<file path="src/rtl/iomem_initiator.sv">
// Bus-master end of the PicoSoC iomem interface: turns single valid/ready commands
// into one iomem request each. Define IOMEM_TIMEOUT_EN to abort stalled requests.
module iomem_initiator #(
  parameter int TIMEOUT_CYCLES = 255,
  parameter int CNT_W          = 16
) (
  input  logic             clk_pll,
  input  logic             resetn,
  input  logic             cmd_valid,
  output logic             cmd_ready,
  input  logic [31:0]      cmd_addr,
  input  logic [31:0]      cmd_wdata,
  input  logic [3:0]       cmd_wstrb,
  output logic             rsp_valid,
  input  logic             rsp_ready,
  output logic [31:0]      rsp_rdata,
  output logic             rsp_error,
  output logic             iomem_valid,
  input  logic             iomem_ready,
  output logic [3:0]       iomem_wstrb,
  output logic [31:0]      iomem_addr,
  output logic [31:0]      iomem_wdata,
  input  logic [31:0]      iomem_rdata,
  output logic             busy,
  output logic [CNT_W-1:0] done_count,
  output logic [1:0]       state_dbg
);

  // Handshakes: a transfer happens on a rising clk_pll edge where valid and ready
  // are both high; valid, once raised, is held with its payload until that edge.

  typedef enum logic [1:0] {
    IDLE = 2'd0,
    REQ  = 2'd1,
    RSP  = 2'd2
  } state_t;

  state_t state_q, state_d;
  logic   accept, complete, consume, tmo_expired;

  if (TIMEOUT_CYCLES < 1 || TIMEOUT_CYCLES > 65535) begin : g_bad_timeout
    $error("TIMEOUT_CYCLES out of range 1..65535");
  end

  // Byte offset within the word is dropped on the bus.
  logic unused_addr_lsb;
  assign unused_addr_lsb = ^cmd_addr[1:0];

  assign state_dbg = state_q;

  always_ff @(posedge clk_pll) begin
    if (!resetn) state_q <= IDLE;
    else         state_q <= state_d;
  end

  always_comb begin
    state_d  = state_q;
    accept   = 1'b0;
    complete = 1'b0;
    consume  = 1'b0;
    case (state_q)
      IDLE: begin
        if (cmd_valid && cmd_ready) begin
          accept  = 1'b1;
          state_d = REQ;
        end
      end
      REQ: begin
        // A ready in the same cycle as the timeout still completes normally.
        if (iomem_ready) begin
          complete = 1'b1;
          state_d  = RSP;
        end else if (tmo_expired) begin
          state_d  = RSP;
        end
      end
      RSP: begin
        if (rsp_valid && rsp_ready) begin
          consume = 1'b1;
          state_d = IDLE;
        end
      end
      default: state_d = IDLE;
    endcase
  end

  always_ff @(posedge clk_pll) begin
    if (!resetn) begin
      cmd_ready   <= 1'b0;
      rsp_valid   <= 1'b0;
      rsp_rdata   <= 32'h0;
      iomem_valid <= 1'b0;
      iomem_wstrb <= 4'h0;
      iomem_addr  <= 32'h0;
      iomem_wdata <= 32'h0;
      busy        <= 1'b0;
      done_count  <= '0;
    end else begin
      cmd_ready <= (state_d == IDLE);
      busy      <= (state_d != IDLE);
      if (accept) begin
        iomem_valid <= 1'b1;
        iomem_addr  <= {cmd_addr[31:2], 2'b00};
        iomem_wdata <= cmd_wdata;
        iomem_wstrb <= cmd_wstrb;
      end
      if (state_q == REQ && state_d == RSP) begin
        iomem_valid <= 1'b0;
        iomem_wstrb <= 4'h0;
        rsp_valid   <= 1'b1;
        rsp_rdata   <= complete ? iomem_rdata : 32'hFFFF_FFFF;
      end
      if (consume) begin
        rsp_valid  <= 1'b0;
        done_count <= done_count + CNT_W'(1);
      end
    end
  end

`ifdef IOMEM_TIMEOUT_EN
  localparam logic [15:0] TMO_LAST = 16'(TIMEOUT_CYCLES - 1);

  logic [15:0] tmo_cnt;

  // Counts REQ cycles that ended without ready; expiry is the last such cycle.
  assign tmo_expired = (tmo_cnt == TMO_LAST);

  always_ff @(posedge clk_pll) begin
    if (!resetn) begin
      tmo_cnt   <= 16'h0;
      rsp_error <= 1'b0;
    end else begin
      if (accept) tmo_cnt <= 16'h0;
      else if (state_q == REQ && !iomem_ready) tmo_cnt <= tmo_cnt + 16'h1;
      if (state_q == REQ && state_d == RSP) rsp_error <= !complete;
    end
  end
`else
  assign tmo_expired = 1'b0;
  assign rsp_error   = 1'b0;
`endif

endmodule

</file>
<file path="config.mk">
export PLATFORM = sky130hd
export DESIGN_NAME = iomem_initiator
export DESIGN_NICKNAME = d
export VERILOG_FILES = /design/src/rtl/iomem_initiator.sv
export SDC_FILE = /design/constraint.sdc
export NUM_CORES = 1
export LEC_CHECK = 0
export CORE_MARGIN = 1
export CORE_UTILIZATION = 30
export CTS_BUF_LIST = sky130_fd_sc_hd__clkbuf_16
export CTS_CLUSTER_DIAMETER = 200
export DETAILED_ROUTE_END_ITERATION = 6
export SETUP_SLACK_MARGIN = 0.15
export SLEW_MARGIN = 20
export SYNTH_ARGS = -nofsm -noshare
export SYNTH_HDL_FRONTEND = slang
export SYNTH_SLANG_ARGS = --single-unit
</file>
<file path="constraint.sdc">
create_clock -name clk_pll -period 2 [get_ports clk_pll]
set_input_delay 0.2 -clock clk_pll [delete_from_list [all_inputs] [get_ports clk_pll]]
set_output_delay 0.2 -clock clk_pll [all_outputs]
set_load 0.005 [all_outputs]
</file>
Yosys cells after proc, flatten, opt, wreduce, memory -nomap -nowiden

Cells that the tools add are included.

Equal/unequal tests: 3
Add/sub/neg operators: 1
Bitwise logic cells: 1
Multiplexer cells: 11
Reductions and logical operators: 8

Operators with widths:

| kind                                                 | count |
|---|---|
| two-way mux 32 bit                                   | 1 |
| adder 16 x 1 -> 16 bit (second input constant)       | 1 |
| two-way mux 1 bit                                    | 6 |
| two-way mux 2 bit                                    | 3 |
| case mux 2 bit (3 select lines)                      | 1 |
| equality test 2 bit (second input constant)          | 2 |
| logical NOT 2 bit                                    | 2 |
| OR reduction 2 bit                                   | 2 |
| logical AND 1 bit                                    | 3 |
| equality test 2 x 1 -> 1 bit (second input constant) | 1 |
| nonzero test 2 bit                                   | 1 |
| NOT 1 bit                                            | 1 |

Bits in registers: 120
Output and inout port bits: 123

Longest topological paths before layout

Gate-level depths: netlist (run 1).

Word-level depth: 6
Mapped depth: 7
Mapped depth without buffers: 5

Least setup slack after synthesis (run 1)

OpenSTA, ideal clock, no wires.

Path type: register -> register
From: register done_count[0]
To: register done_count[14]
Clock period less this slack: 1.434 ns
Arrival time: 1.318 ns
Stages on the path, launching flop included: 6
Setup time: 0.116 ns
Required time: 1.884 ns
Setup slack: 0.566 ns
Path buffers: 0
Cells stage by stage: dfxtp_1 > ha_1 > nand2_1 > nor4_4 > a21oi_1 > a31o_2

Cells in the longest elaborated chain, start to end: 1

RTL lines:

| what                     | line | text |
|---|---|---|
| start: declaration       | 25   | `output logic [CNT_W-1:0] done_count,` |
| start signal: assignment | 115  | `done_count <= done_count + CNT_W'(1);` |
| adder 16 x 1 -> 16 bit   | 115  |  |

Every way passes these cells.
A chain may end at the register's enable or synchronous reset.

Worst setup path after layout (run 1)

From: register done_count[3]
To: output port done_count[3]

No word-level cell between the ends.

==> flow_metrics.env, run 1 <==
export IMPL_status="complete, no violations"
export IMPL_mostFrequentLayoutCell="clkdlybuf4s50_1"
export IMPL_gp_congestion=0.776
export IMPL_viasPerCell=4.55
export IMPL_final_cell_mix="clkdlybuf4s50_1, nand2_1, dfxtp_1"
export IMPL_synth_top_area_share_pct=55.2
export IMPL_peakVddDrop_uv=435
export IMPL_placed_cell_area_sq_mm=0.00678
export IMPL_crit_chain="clkdlybuf4s50_1"
export IMPL_finalSetupViolCount=0
export IMPL_slowest_stage="clkdlybuf4s50_1"
export IMPL_required_ns=1.80
export IMPL_slew_viol_final=0
export IMPL_dp_slack_ns=0.183
export IMPL_combPwrFrac_pct=12.2
export IMPL_die_area_sq_mm=0.0150
export IMPL_p_clk_share_pct=44.5
export IMPL_core_area_sq_mm=0.0140
export IMPL_internal_power_w=0.00448
export IMPL_final_core_util_pct=52.0
export IMPL_critPathMaxStageDelay_ns=0.56
export IMPL_cts_resized=0
export IMPL_first_iter_violations=211
export IMPL_cts_sinks=120
export IMPL_layout_drive_gt1_share_pct=6.64
export IMPL_hold_class="input pin to flip-flop"
export IMPL_rows=43
export IMPL_critPathCaptureType="primary output"
export IMPL_numCtsBuffers=17
export IMPL_crit_path_max_fanout=7
export IMPL_die_width_microns=122
export IMPL_final_antenna_net_count=0
export IMPL_routed_wl_microns=12800
export IMPL_cts_hold_buf=0
export IMPL_gr_usage_all_layers_pct=17.1
export IMPL_synthTopCellsByArea="dfxtp_1, nand2_1, a21oi_1"
export IMPL_htreeDepth=4
export IMPL_first_pass_iters=4
export IMPL_yosysUniqueCellTypes=37
export IMPL_num_nets_final=861
export IMPL_reg2reg_depth=5
export IMPL_setup_ws_ns=0.375
export IMPL_path_clk_slew_ns=0.05
export IMPL_vias=4309
export IMPL_synth_top_area_cell="dfxtp_1"
export IMPL_skew_ns=0.00461
export IMPL_portBuffers=222
export IMPL_detail_route_wl_per_cell_microns=13.5
export IMPL_cts_buffer_depth=2
export IMPL_io_pins=228
export IMPL_syn_inst=538
export IMPL_p_leak_nw=2.61
export IMPL_start_kind="flip-flop"
export IMPL_start_util_pct=31.0
export IMPL_grt_ovfl_total=0
export IMPL_area_growth_pct=67.7
export IMPL_hpwl_microns=9030
export IMPL_switching_share_pct=23.8
export IMPL_post_cts_setup_buffers=0
export IMPL_diodes=0
export IMPL_critPathKind="flip-flop to primary output"
export IMPL_syn_cell_area_sq_mm=0.00435
export IMPL_setup_tns_ns=0
export IMPL_synth_avg_cell_area_sq_um=8.09
export IMPL_synth_seq_area_share_pct=55.2
export IMPL_fmax_mhz=615
export IMPL_hold_viol=0
export IMPL_clock_latency_ns=0.40
export IMPL_cts_tree="built"
export IMPL_p_switching_w=0.00140
export IMPL_fin_crit_sh_pct=81.2
export IMPL_die_h_microns=122
export IMPL_grt_setup_unrepaired="no"
export IMPL_clockRootBuffer="clkbuf_16"
export IMPL_p_per_area_mw_per_mm2=805
export IMPL_cp_arrival_ns=1.42
export IMPL_antenna_found_initial=0
export IMPL_cp_depth=1
export IMPL_final_area_sq_mm=0.00730
export IMPL_min_period_ns=1.62
export IMPL_maxCapViolations=0
export IMPL_grt_pass1_wl_microns=19800
export IMPL_grt_pass1_vias=4016
export IMPL_ys_warn_count=0
export IMPL_ys_ff_latch=120
export IMPL_drc=0
export IMPL_crit_buf_inv=1
export IMPL_crit_family="buffers and inverters"
export IMPL_power_frac_seq_pct=43.3
export IMPL_worstHoldPathCells=3
export IMPL_grt_max_degree=51
-- sequential cells by signal, indices dropped and copies added (netlist names), 2 cells and up --
name         count
iomem_addr      30
done_count      16
iomem_wdata     32
iomem_wstrb      4
state_dbg        2
rsp_rdata       32
-- routing by layer --
| metal | vias up | GRT usage, % | routed length (microns) |
|---|---|---|---|
| li1 | 2177 | - | - |
| met1 | 1956 | 19.7 | 5370 |
| met2 | 150 | 27.7 | 6040 |
| met3 | 26 | 6.69 | 1030 |
| met4 | 0 | 8.38 | 305 |
| met5 | - | 0 | 0 |
-- path summary, 6_finish.rpt --
| kind | start | to | slack [ns] |
|---|---|---|---|
| max | done_count[3] | done_count[3] | 0.38 |
| max reg2reg | done_count[0] | done_count[14] | 0.42 |
| min reg2reg | rsp_rdata[11] | rsp_rdata[11] | 0.45 |
| min | cmd_addr[22] | iomem_addr[22] | 0.34 |
-- synthesized netlist by cell type --
cell type  number
nand3b_1        1
nor4_1          2
or2b_1          1
a21oi_1       105
buf_2          13
inv_1           2
or2_1           1
nor2_1         15
xor2_1          2
o31ai_1         1
mux2i_1         2
conb_1          1
nor4_4          2
and3_1          2
and4b_1         1
a31o_2          1
ha_1            1
or3_1           1
buf_4           3
and2_1          1
xnor2_1         7
nor2b_1         1
nand4_2         1
nand2_1       206
and4_1          1
clkbuf_1       21
buf_1           1
a21bo_2         1
nand4b_4        1
nand4_1         3
o21a_1          1
o21ai_0         1
nand3_1         7
nand2b_1        3
dfxtp_1       120
or4_1           1
nor3_1          4
-- per-stage QoR --
step / cells / hold WS, ns / total power (W)
global placement: 916 / 0.441 / 0.00331
global route: 948 / 0.332 / 0.00615
finish: 948 / 0.336 / 0.00588
CTS: 948 / 0.318 / 0.00597
detailed placement: 916 / 0.445 / 0.00332
floorplan: 540 / 0.332 / 0.00283
-- kinds of logic (layout without fill, tap and decap cells) --
kind of cell / Yosys count / after routing / share of synthesized area (%)
buffers and inverters: 40 / 268 / 4.08
and+or+nand+nor: 255 / 255 / 25.1
xor gates and xnor gates: 9 / 9 / 1.81
AOI/OAI and AO/OA: 110 / 110 / 13.0
muxes: 2 / 2 / 0.460
other: 1 / 3 / 0.0862
adders and majority gates: 1 / 1 / 0.287
DFF: 120 / 120 / 55.2
-- layout make-up --
type	instances	area (sq um)
clock inverters	15	90.1
fillers	1334	6740
well taps	180	225
flip-flops and latches	120	2400
clock buffers	17	425
inverters	2	8.76
multi-input cells	380	1790
repair buffers	234	2360
-- tightest hold or removal path, stage by stage --
cell and delay, ns:
clkdlybuf4s50_1 0.39, nand2_1 0.05, a21oi_1 0.05
-- power groups by stage --
stage / Combinational [W] / Clock, W / Sequential, W
floorplan: 0.000231 / 0 / 0.00260
global placement: 0.000719 / 0 / 0.00259
detailed placement: 0.000724 / 0 / 0.00260
CTS: 0.000728 / 0.00269 / 0.00255
global route: 0.000784 / 0.00281 / 0.00256
finish: 0.000716 / 0.00261 / 0.00255
Power figures use the tool's default switching activity.
==> inputs of run 2 (changes only) <==
Settings changed: PLACE_DENSITY set to 0.66.
Clock period 2 ns to 1.35 ns, I/O delays scaled along.
==> run 2 against run 1 <==
Effect of this change:
- the flow now finishes with violations (negative setup slack)
- final cell count increased by 10%
- non-clock buffer count rose by 98
- first-iteration DRC count shrank 28%
- global-route usage grew 6.9 points
- clock power rose by 66%
- clock skew grew 0.0018 ns
- critical path type is now flip-flop to flip-flop
==> flow_metrics.env, run 2 (synthesis results as in run 1) <==
export IMPL_first_pass_iters=4
export IMPL_final_area_sq_mm=0.0104
export IMPL_area_growth_pct=139
export IMPL_start_kind="flip-flop"
export IMPL_cp_arrival_ns=1.82
export IMPL_gr_usage_all_layers_pct=24.0
export IMPL_cts_tree="built"
export IMPL_critPathCaptureType="flip-flop"
export IMPL_rows=43
export IMPL_io_pins=228
export IMPL_htreeDepth=4
export IMPL_finalSetupViolCount=74
export IMPL_peakVddDrop_uv=712
export IMPL_setup_ws_ns=-0.138
export IMPL_portBuffers=222
export IMPL_num_nets_final=960
export IMPL_n_fill_cell=940
export IMPL_fmax_mhz=672
export IMPL_hold_viol=0
export IMPL_cts_sinks=120
export IMPL_numCtsBuffers=17
export IMPL_status="finished with violations"
export IMPL_die_area_sq_mm=0.0150
export IMPL_holdWs_ns=0.280
export IMPL_grt_max_degree=29
export IMPL_maxCapViolations=0
export IMPL_viasPerCell=4.90
export IMPL_critPathKind="flip-flop to flip-flop"
export IMPL_grt_pass1_wl_microns=27200
export IMPL_skew_ns=0.00641
export IMPL_die_width_microns=122
export IMPL_clock_latency_ns=0.41
export IMPL_regArea_sq_mm=0.00249
export IMPL_clockRootBuffer="clkbuf_16"
export IMPL_vias=5134
export IMPL_violations="negative setup slack"
export IMPL_mostFrequentLayoutCell="nand2_4"
export IMPL_fin_crit_sh_pct=110
export IMPL_p_leak_nw=4.77
export IMPL_final_cell_mix="nand2_4, clkdlybuf4s50_1, dlygate4sd2_1"
export IMPL_multi_input_comb_area_sq_mm=0.00328
export IMPL_antenna_found_initial=0
export IMPL_start_util_pct=31.0
export IMPL_routed_wl_microns=19500
export IMPL_diodes=0
export IMPL_final_cells=1047
export IMPL_final_core_util_pct=73.9
export IMPL_placedCellCount=935
export IMPL_min_period_ns=1.49
export IMPL_drc=0
export IMPL_setup_tns_ns=-1.80
export IMPL_first_iter_violations=151
export IMPL_path_clk_slew_ns=0.05
export IMPL_crit_path_max_fanout=2
export IMPL_grt_ovfl_total=0
export IMPL_die_h_microns=122
export IMPL_core_area_sq_mm=0.0140
export IMPL_gp_congestion=0.780
export IMPL_hold_class="input pin to flip-flop"
export IMPL_p_per_area_mw_per_mm2=990
export IMPL_largestRegisters="iomem_wdata (32), rsp_rdata (32), iomem_addr (30)"
export IMPL_detail_route_wl_per_cell_microns=18.6
export IMPL_final_antenna_net_count=0
export IMPL_grt_pass1_vias=5167
export IMPL_slew_viol_final=0
export IMPL_grt_setup_unrepaired="yes"
export IMPL_cts_buffer_depth=2
export IMPL_required_ns=1.69
export IMPL_layout_drive_gt1_share_pct=54.6
export IMPL_placed_cell_area_sq_mm=0.00704
export IMPL_hpwl_microns=9630
-- run 2: layer usage --
metal | track usage (%) | share of wire (%) | vias to the layer above
li1 | - | - | 2415
met1 | 26.4 | 38 | 2476
met2 | 42.9 | 53 | 201
met3 | 6.88 | 6.4 | 42
met4 | 10.3 | 2.6 | 0
met5 | 0 | 0 | -
-- run 2: repair_timing --
| action | 4_1_cts | 5_1_grt |
|---|---|---|
| setup buffers | 42 | 11 |
| cloned | 22 | 5 |
| pin swaps | 161 | 131 |
| setup endpoints to repair | 233 | 161 |
| gates resized for setup | 444 | 215 |
| hold buffers | 0 | 0 |
-- run 2: critical path, cell delays in order (launching register included) --
cell and delay [ns]:
dfxtp_2 0.35, buf_6 0.11, and4_4 0.21, nand3_2 0.09
or4_4 0.50, a21oi_2 0.15
-- run 2: area by class of cell --
type                       count  area share, %
timing repair buffer         332           36.7
multi-input combinational    381           31.6
tap                          180           2.17
clock buffer                  18           4.34
inverter                       2         0.0844
sequential                   120           24.0
clock inverter                14           1.08
-- run 2: worst paths after layout --
check / slack [ns] / endpoint / cells past startpoint / from
worst max register to register: -0.14 / done_count[9] / 5 / done_count[6]
worst max-delay path: -0.14 / done_count[9] / 5 / done_count[6]
worst min register to register: 0.46 / iomem_wdata[28] / 2 / iomem_wdata[28]
worst min-delay path: 0.28 / iomem_wdata[6] / 3 / cmd_wdata[6]
-- run 2: per-stage QoR --
step | setup WS, ns | power, W
global route | -0.171 | 0.0107
global placement | -0.290 | 0.00494
finish | -0.138 | 0.0103
detailed placement | -0.300 | 0.00496
floorplan | 0.00628 | 0.00421
CTS | -0.0578 | 0.00997
-- run 2: where the power goes --
part,switching [W],total (W),internal (W)
Combinational,0.000911,0.00211,0.00120
Sequential,0.000133,0.00383,0.00369
Clock,0.00158,0.00434,0.00276
Total,0.00263,0.0103,0.00765
